===== src/rtl/serial_add_ctrl.sv =====
// Bit-serial adder/subtractor: one full-adder cell reused for WIDTH cycles,
// with operand shift registers, a carry flip-flop and a start/done handshake.

module fa (
    input  logic x,
    input  logic y,
    input  logic ci,
    output logic s,
    output logic co
);
    logic p;

    assign p  = x ^ y;
    assign s  = p ^ ci;
    assign co = (x & y) | (p & ci);
endmodule

module serial_add_ctrl #(
    parameter int WIDTH = 8,
    parameter int CW    = $clog2(WIDTH) + 1
) (
    input  logic             clk,
    input  logic             rst_n,
    input  logic             start,
    input  logic             sub,
    input  logic [WIDTH-1:0] a,
    input  logic [WIDTH-1:0] b,
    input  logic             cin,
    output logic             busy,
    output logic             done,
    output logic [WIDTH-1:0] sum,
    output logic             cout
);
    localparam logic [CW-1:0] LAST = CW'(WIDTH - 1);

    typedef enum logic [1:0] {
        IDLE = 2'd0,
        RUN  = 2'd1,
        FIN  = 2'd2
    } state_t;

    state_t state, state_n;

    logic [WIDTH-1:0] a_sr;
    logic [WIDTH-1:0] b_sr;
    logic [WIDTH-2:0] res_sr;
    logic [WIDTH-1:0] res_n;
    logic             carry;
    logic [CW-1:0]    cnt;
    logic [WIDTH-1:0] sum_q;
    logic             cout_q;
    logic             fa_s;
    logic             fa_c;
    logic             load;

    fa u_fa (
        .x  (a_sr[0]),
        .y  (b_sr[0]),
        .ci (carry),
        .s  (fa_s),
        .co (fa_c)
    );

    // res_sr keeps only the bits still needed; the newest sum bit completes the word
    assign res_n = {fa_s, res_sr};
    assign load  = start && (state != RUN);

    always_ff @(posedge clk or negedge rst_n) begin
        if (!rst_n) begin
            state <= IDLE;
        end else begin
            state <= state_n;
        end
    end

    always_comb begin
        state_n = state;
        case (state)
            IDLE:    if (start) state_n = RUN;
            RUN:     if (cnt == LAST) state_n = FIN;
            FIN:     state_n = start ? RUN : IDLE;
            default: state_n = IDLE;
        endcase
    end

    always_ff @(posedge clk or negedge rst_n) begin
        if (!rst_n) begin
            a_sr   <= '0;
            b_sr   <= '0;
            res_sr <= '0;
            carry  <= 1'b0;
            cnt    <= '0;
            sum_q  <= '0;
            cout_q <= 1'b0;
        end else if (load) begin
            a_sr  <= a;
            b_sr  <= sub ? ~b : b;
            carry <= sub ? 1'b1 : cin;
            cnt   <= '0;
        end else if (state == RUN) begin
            a_sr   <= a_sr >> 1;
            b_sr   <= b_sr >> 1;
            res_sr <= res_n[WIDTH-1:1];
            carry  <= fa_c;
            cnt    <= cnt + CW'(1);
            if (cnt == LAST) begin
                sum_q  <= res_n;
                cout_q <= fa_c;
            end
        end
    end

    assign busy = (state == RUN);
    assign done = (state == FIN);
    assign sum  = sum_q;
    assign cout = cout_q;
endmodule


===== config.mk =====
export PLATFORM = sky130hd
export DESIGN_NAME = serial_add_ctrl
export DESIGN_NICKNAME = d
export VERILOG_FILES = /design/src/rtl/serial_add_ctrl.sv
export SDC_FILE = /design/constraint.sdc
export NUM_CORES = 1
export LEC_CHECK = 0
export ABC_AREA = 0
export CAP_MARGIN = 20
export CORE_ASPECT_RATIO = 1.5
export CORE_MARGIN = 10
export CORE_UTILIZATION = 48
export DETAILED_ROUTE_END_ITERATION = 6
export DONT_BUFFER_PORTS = 1
export PLACE_DENSITY_LB_ADDON = 0.15
export SYNTH_ARGS = -nofsm -noshare
export SYNTH_HDL_FRONTEND = slang
export SYNTH_SLANG_ARGS = --single-unit

===== constraint.sdc =====
create_clock -name clk -period 1.75 [get_ports clk]
set_input_delay 0.175 -clock clk [delete_from_list [all_inputs] [get_ports clk]]
set_output_delay 0.175 -clock clk [all_outputs]
set_load 0.05 [all_outputs]

* Word level (Yosys, flattened, before mapping)
Cells that the tools add are included.
Word-level totals: register bits 39, input bits 21, output and inout port bits 11, word-level logic and storage cells 42
Operators by class: add/sub/neg operators 1, equality and inequality tests 6, multiplexer cells 14, bitwise logic cells 7, reduce and logical (&&, ||, !) cells 6
Operators with widths (number):
- 8-bit 2-to-1 mux | 5
- 4-bit 2-to-1 mux | 2
- 8-bit NOT | 1
- 2-bit case mux with 3 select lines | 1
- 4-bit by 1-bit adder with 4-bit output, second input constant | 1
- 4-bit by 3-bit == test with 1-bit output, second input constant | 1
- 1-bit 2-to-1 mux | 4
- 2-bit 2-to-1 mux | 2
- 2-bit by 1-bit inequality test with 1-bit output, second input constant | 2
- 2-bit AND reduction | 2
- 3-bit AND reduction | 1
- 1-bit bitwise AND | 2
- 2-bit by 1-bit == test with 1-bit output, second input constant | 1
- 2-bit == test, second input constant | 1
- 2-bit zero test | 1
- 2-bit inequality test, second input constant | 1
- 2-bit nonzero test | 1
- 1-bit bitwise XOR | 2
- 1-bit logical AND | 1
- 1-bit NOT | 1
- 1-bit OR | 1

* Longest topological paths before layout
Gate-level depths: netlist (run 1).
depth after elaboration 5, depth in mapped cells 5, depth with buffers taken out 4

* By module
A second synthesis (run 1) with hierarchy kept.
Second synthesis, totals: cell total of the unflattened synthesis 157, area, all modules 1731.7 µm²
By module, submodules not included:
- serial_add_ctrl | times used 1, cells each 156, area an instance 1711.6 µm², sequential area each 975.9 µm²
- fa | times used 1, cells each 1, area an instance 20.0 µm², sequential area each 0.0 µm²

* Worst setup path before layout (run 1)
OpenSTA, ideal clock, no wires.
kind flip-flop to flip-flop, start point register state[1], end point register a_sr[7], library setup time 0.156 ns, data arrival time 1.348 ns, data required time 1.594 ns, setup slack 0.245 ns, stages on the path, launching flop included 5, path buffers 1, clock period less this slack 1.505 ns, cell sequence dfrtp_1 > nand2b_4 > clkinv_1 > clkbuf_1 > nor2_1
Between the ends: elaborated cells on any way between the ends 5, classes of those cells eq/ne: 2; mux: 1; reduce/logical: 2
RTL lines:
- start: declaration | RTL line 42 | state_t state, state_n;
- start signal: assignment | RTL line 72 | state <= state_n;
- 2-bit by 1-bit == test with 1-bit output
- via busy | RTL line 29 | output logic busy,
- 2-bit nonzero test (no line)
- end signal: assignment | RTL line 101 | a_sr <= a_sr >> 1;
- end: declaration | RTL line 44 | logic [WIDTH-1:0] a_sr;
The timed path passes the listed nets, and every way through them passes these cells. A chain may end at the register's enable or synchronous reset.

* Final worst setup path (run 1)
start point register cnt[0], end point register sum_q[0], in the netlist sum[0]
Between the ends: longest elaborated chain between the ends 2
RTL lines:
- start: declaration | RTL line 49 | logic [CW-1:0] cnt;
- start signal: assignment | RTL line 105 | cnt <= cnt + CW'(1);
- 4-bit by 3-bit == test with 1-bit output | RTL line 106 | if (cnt == LAST) begin
- 3-bit AND reduction (no line)
- end signal: assignment | RTL line 107 | sum_q <= res_n;
- end: declaration | RTL line 50 | logic [WIDTH-1:0] sum_q;
Every way passes these cells.

==> impl_metrics.ini, run 1 <==
[floorplan]
pin_count = 32
fp.dieH_microns = 93.6
core_area_sq_um = 3450
row_count = 26
dieWidth_microns = 69.0
die_area_sq_um = 6460
initial_core_util_pct = 50.2

[finish]
drive_above_1_share_pct = 13.0
antennaDiodeCount = 0
synthToLayoutAreaGrowth_pct = 10.3
stdcell_count = 203
nets = 183

[clocking]
cts.sinks = 39
hold_buffers = 3
cts_resized = 0
htree_levels = 2
clk_pin_slew_ns = 0.07
cts_buffers = 5
clk_latency_ns = 0.28
cts_max_path_buffers = 2
root_buffer = clkbuf_8
cts_setup_buffers = 0
cts_tree = done

[hold_path]
hold_class = input pin to flop
hold_path_end = a_sr[7]$_DFFE_PN0P_
hold_path_depth = 2
hold_start = a[7]

[sta]
slew_headroom_pct = 67.8
finalHoldViolations = 0
finalCritPeriodShare_pct = 89.5
slew_violations = 0
clock_skew_ns = 0.00682
tns_ns = 0
rsz0062_at_grt = false
worstMarginPinSlew_ns = 0.483
fmax_mhz = 639
setup_violations = 0
fin_crit_ns = 1.57

[synthesis]
synth-seq-area-share_pct = 56.4
synth_fp_nets = 180
synth.most_common_cell = nand2_1
synth.distinct_cells = 21
postSynthAreaPerCell_sq_um = 11.0
synth_area_leaders = dfrtp_1 (56%), mux2i_1 (9.2%), nand2_1 (8.7%)
ys_ff_latch = 39
syn-cell-area_sq_um = 1730
ys.flop_type = dfrtp_1
synth_commonest_cells = nand2_1 (40), dfrtp_1 (39), o21ai_0 (20), mux2i_1 (16), mux2_2 (10)
yosys.area.top_type = dfrtp_1
async_flop_share_pct = 100
synth_edf_count = 0
syn_inst = 157
synth_warnings = 0
synth_top_area_share_pct = 56.4

[critical_path]
rr_startpoint = cnt[0]$_DFFE_PN0P_
crit_path_max_fanout = 10
rrSetupSlack_ns = 0.18
critPathCaptureType = flop
cp-start-kind = flop
r2r-end = sum[0]$_DFFE_PN0P_
worstPathArrival_ns = 1.73
reg2reg_depth = 4
setup.worst_path.class = flop to flop
required_ns = 1.91

[pwr]
power_density_nw_per_um2 = 1850
p_total_mw = 3.53
ir_drop_v = 0.000806
power_leakage_nw = 0.896

[place]
dp_hpwl_microns = 2240
dpl.cell_count = 192
gp_congestion = 0.677
numPortBuffers = 0

[grt]
antenna_found_initial = 0
grt_max_degree = 40
gr-total-overflow = 0
grt_usage_pct = 10.3
grt_pass1_vias = 1099
grt_pass1_wl_microns = 5510

[route]
vias_per_cell = 5.28
vias = 1072
first_pass_iters = 4
ant_nets = 0
dr.first_iter.drc_count = 42
drcViolationCount = 0
wl_microns = 3160
drt-wirelength-per-cell_microns = 15.6

[outcome]
status = finished clean

[job]
cap_violations = 0
## layout by cell type (no fill, tap or decap)
master / Yosys / routed
a211oi_1: 1 / 1
a21oi_1: 1 / 1
nand2b_4: 1 / 1
nand3_1: 3 / 3
xor2_1: 8 / 8
nor2_1: 2 / 2
nand2_1: 40 / 40
dfrtp_1: 39 / 39
inv_1: 1 / 1
mux2i_1: 16 / 16
o21a_1: 1 / 1
xnor2_1: 1 / 1
buf_12: 0 / 2
clkbuf_8: 0 / 7
o21ai_0: 20 / 20
clkbuf_1: 5 / 1
dlygate4sd3_1: 0 / 2
clkinv_1: 1 / 1
ha_1: 1 / 1
fa_1: 1 / 1
nor3_4: 1 / 1
and2b_1: 1 / 1
mux2_2: 10 / 10
## final cells by class
cell class                      instances  area [sq um]
Clock buffer                            8           100
Timing Repair Buffer                    4          60.1
Tap cell                               42          52.6
Fill cell                             303          1540
Inverter                                2          7.51
Multi-Input combinational cell        108           714
Sequential cell                        39           976
## state kept, by name (all words and copies together), names as in the netlist
name and cells:
state 2, a_sr 8, res_sr 7, cout 1, cnt 4, sum 8
b_sr 8, carry 1
## cell families after synthesis
group	count (synthesis)	share of synthesized area [%]
flip-flops	39	56.4
AO/OA/AOI/OAI	23	6.94
AND/OR/NAND/NOR	48	12.1
multiplexers	26	15.8
adder cells (fa/ha/maj)	2	1.88
buffers and inverters	10	2.38
XOR/XNOR	9	4.55
## metal layers
metal  global-route usage [%]  wire (microns)  share of wire [%]
met1                     11.4            1350                 43
met5                        0               0                  0
met2                     16.6            1530                 49
met3                     5.19             241                7.6
met4                     4.04              38                1.2
## power breakdown
part | internal [mW] | total, mW | switching (mW)
logic | 0.418 | 0.952 | 0.534
clock network | 0.360 | 0.649 | 0.290
registers | 1.29 | 1.93 | 0.638
## critical path: stages, from the launching register on
cell and delay [ns]:
dfrtp_1 0.39, ha_1 0.20, nand2_1 0.11, nor3_4 0.37, mux2_2 0.39
## stage by stage
stage	hold slack (ns)	setup slack, ns	utilization [%]	cell area (sq um)
2_1_floorplan	-0.121	0.245	-	1730
3_3_place_gp	-0.119	0.234	51.3	1770
3_5_place_dp	-0.119	0.159	51.3	1770
4_1_cts	0.0529	0.149	55.4	1910
5_1_grt	0.0613	0.0407	55.4	1910
6_report	0.0628	0.184	55.4	1910
## worst max path at each step
stage | startpoint | end | cells past startpoint
finish | cnt[0]$_DFFE_PN0P_ | sum[0]$_DFFE_PN0P_ | 4
global route | cnt[0]$_DFFE_PN0P_ | sum[0]$_DFFE_PN0P_ | 4
CTS | cnt[0]$_DFFE_PN0P_ | sum[0]$_DFFE_PN0P_ | 4
detailed placement | cnt[0]$_DFFE_PN0P_ | sum[0]$_DFFE_PN0P_ | 4
global placement | cnt[0]$_DFFE_PN0P_ | sum[5]$_DFFE_PN0P_ | 4
floorplan | state[1]$_DFFE_PN0P_ | a_sr[7]$_DFFE_PN0P_ | 4
No activity file was read; power rests on OpenSTA's default activity.
==> inputs of run 2 (changes only) <==
==> constraint.sdc (replaced) <==
create_clock -name clk -period 1.75 [get_ports clk]
set_input_delay 0.35 -clock clk [delete_from_list [all_inputs] [get_ports clk]]
set_output_delay 0.35 -clock clk [all_outputs]
set_load 0.05 [all_outputs]
==> run 2 against run 1 <==
Effect of this change: sequential power is essentially flat; sequential share of layout area is 0.23 points lower; sequential cell count is the same; total power increased by 1.3%; combinational power is 4.6% higher; via count rose by 1.0%; critical path depth fell by 1; count of clock-buffer cells in the layout did not move; die area is the same; core utilization rose by 0.25 points; routed wire length decreased by 0.60%; final cell count is 0.49% higher; critical path type is now flop to primary output.
==> impl_metrics.ini, run 2 (same netlist as run 1, synthesis figures left out) <==
[outcome]
status = finished clean

[finish]
fin_util_pct = 55.7
synthToLayoutAreaGrowth_pct = 10.8
nFillCells = 312
multi_input_area_sq_um = 714
final_area_sq_um = 1920
final_cell_mix = nand2_1 (40), dfrtp_1 (39), o21ai_0 (20), mux2i_1 (16), mux2_2 (10)
final_common_cell = nand2_1
nets = 184
seq_area_sq_um = 976
drive_above_1_share_pct = 14.8
antennaDiodeCount = 0

[sta]
worstMarginPinSlew_ns = 0.486
setup_violations = 0
tns_ns = 0
fmax_mhz = 615
slew_headroom_pct = 67.6
clock_skew_ns = 0.00358
finalHoldViolations = 0
finalCritPeriodShare_pct = 92.9
fin_crit_ns = 1.63
slew_violations = 0
rsz0062_at_grt = false

[place]
dp_hpwl_microns = 2260
numPortBuffers = 0
dpl-instance-area_sq_um = 1770
gp_congestion = 0.677

[critical_path]
crit_path_max_fanout = 39
cp_top_family = flip-flops
rr_startpoint = cnt[0]$_DFFE_PN0P_
crit_chain = nand2b_4 -> clkinvlp_4 -> buf_12
reg2reg_depth = 4
worstPathArrival_ns = 1.28
cp-start-kind = flop
required_ns = 1.40
cp_slowest_cell = dfrtp_1
critPathMaxStageDelay_ns = 0.42
critPathCaptureType = primary output
rrSetupSlack_ns = 0.18
crit_buf_inv = 2
setup.worst_path.class = flop to primary output
r2r-end = sum[0]$_DFFE_PN0P_

[route]
vias = 1083
dr.first_iter.drc_count = 56
drcViolationCount = 0
vias_per_cell = 5.31
wl_microns = 3140
first_pass_iters = 4
drt-wirelength-per-cell_microns = 15.4
ant_nets = 0

[pwr]
p_total_mw = 3.58
power_leakage_nw = 0.900
ir_drop_v = 0.000947
power_density_nw_per_um2 = 1860

[grt]
grt_usage_pct = 10.3
grt_pass1_vias = 1094
gr-total-overflow = 0
grt_max_degree = 40
grt_pass1_wl_microns = 5440
antenna_found_initial = 0

[clocking]
clk_pin_slew_ns = 0.07
clk_latency_ns = 0.29
cts_tree = done
cts_max_path_buffers = 2
htree_levels = 2
root_buffer = clkbuf_8
cts.sinks = 39
cts_buffers = 5

[floorplan]
pin_count = 32
initial_core_util_pct = 50.2
row_count = 26
dieWidth_microns = 69.0
die_area_sq_um = 6460
fp.dieH_microns = 93.6
core_area_sq_um = 3450

[job]
cap_violations = 0

[hold_path]
hold_start = start
hold_class = input pin to flop
hold_path_end = b_sr[7]$_DFFE_PN0P_
hold_path_depth = 1
==> run 2: layout make-up <==
cell class | instances | share of cell area [%]
inverter | 2 | 0.587
timing repair buffer | 5 | 3.39
tap | 42 | 2.74
sequential | 39 | 50.8
clock buffer | 8 | 5.22
multi-input combinational | 108 | 37.2
==> run 2: what timing repair did <==
action / CTS / global route
hold buffers: 2 / 0
resized for setup: 0 / 1
endpoints found under the hold margin: 39 / 0
buffers inserted: 0 / 2
endpoints found under the setup margin: 0 / 1
==> run 2: routing by layer <==
layer / share of wire [%] / vias up / track usage [%]
li1: - / 532 / -
met1: 42 / 518 / 11.6
met2: 47 / 26 / 15.8
met3: 8.5 / 7 / 5.19
met4: 2.1 / 0 / 5.05
met5: 0 / - / 0
==> run 2: worst max-delay path by stage <==
stage | startpoint | to | depth (start not counted)
global placement | cnt[0]$_DFFE_PN0P_ | sum[5]$_DFFE_PN0P_ | 4
detailed placement | cnt[0]$_DFFE_PN0P_ | sum[0]$_DFFE_PN0P_ | 4
finish | state[0]$_DFFE_PN0P_ | busy | 3
CTS | state[0]$_DFFE_PN0P_ | busy | 3
global route | cnt[0]$_DFFE_PN0P_ | sum[5]$_DFFE_PN0P_ | 4
floorplan | state[1]$_DFFE_PN0P_ | busy | 3
==> run 2: power by group <==
group          leakage [nW]  internal [mW]  total (mW)  switching (mW)
registers             0.487           1.29        1.93           0.638
clock network        0.0515          0.359       0.652           0.293
logic                 0.361          0.448       0.996           0.548
total                 0.900           2.10        3.58            1.48
==> run 2: per-stage QoR <==
stage,hold WS [ns],setup slack (ns),cells
after floorplan,0.0544,0.150,157
after global placement,0.0563,0.234,192
after detailed placement,0.0561,0.150,192
after CTS,0.142,0.00706,202
after global routing,0.140,0.0319,204
final,0.159,0.124,204
==> run 2: worst register-to-register path, delay by kind of cell (launching register included) <==
family,cells,cell delay [ns]
simple gates,2,0.47
fa+ha+maj,1,0.20
mux,1,0.39
flops,1,0.39
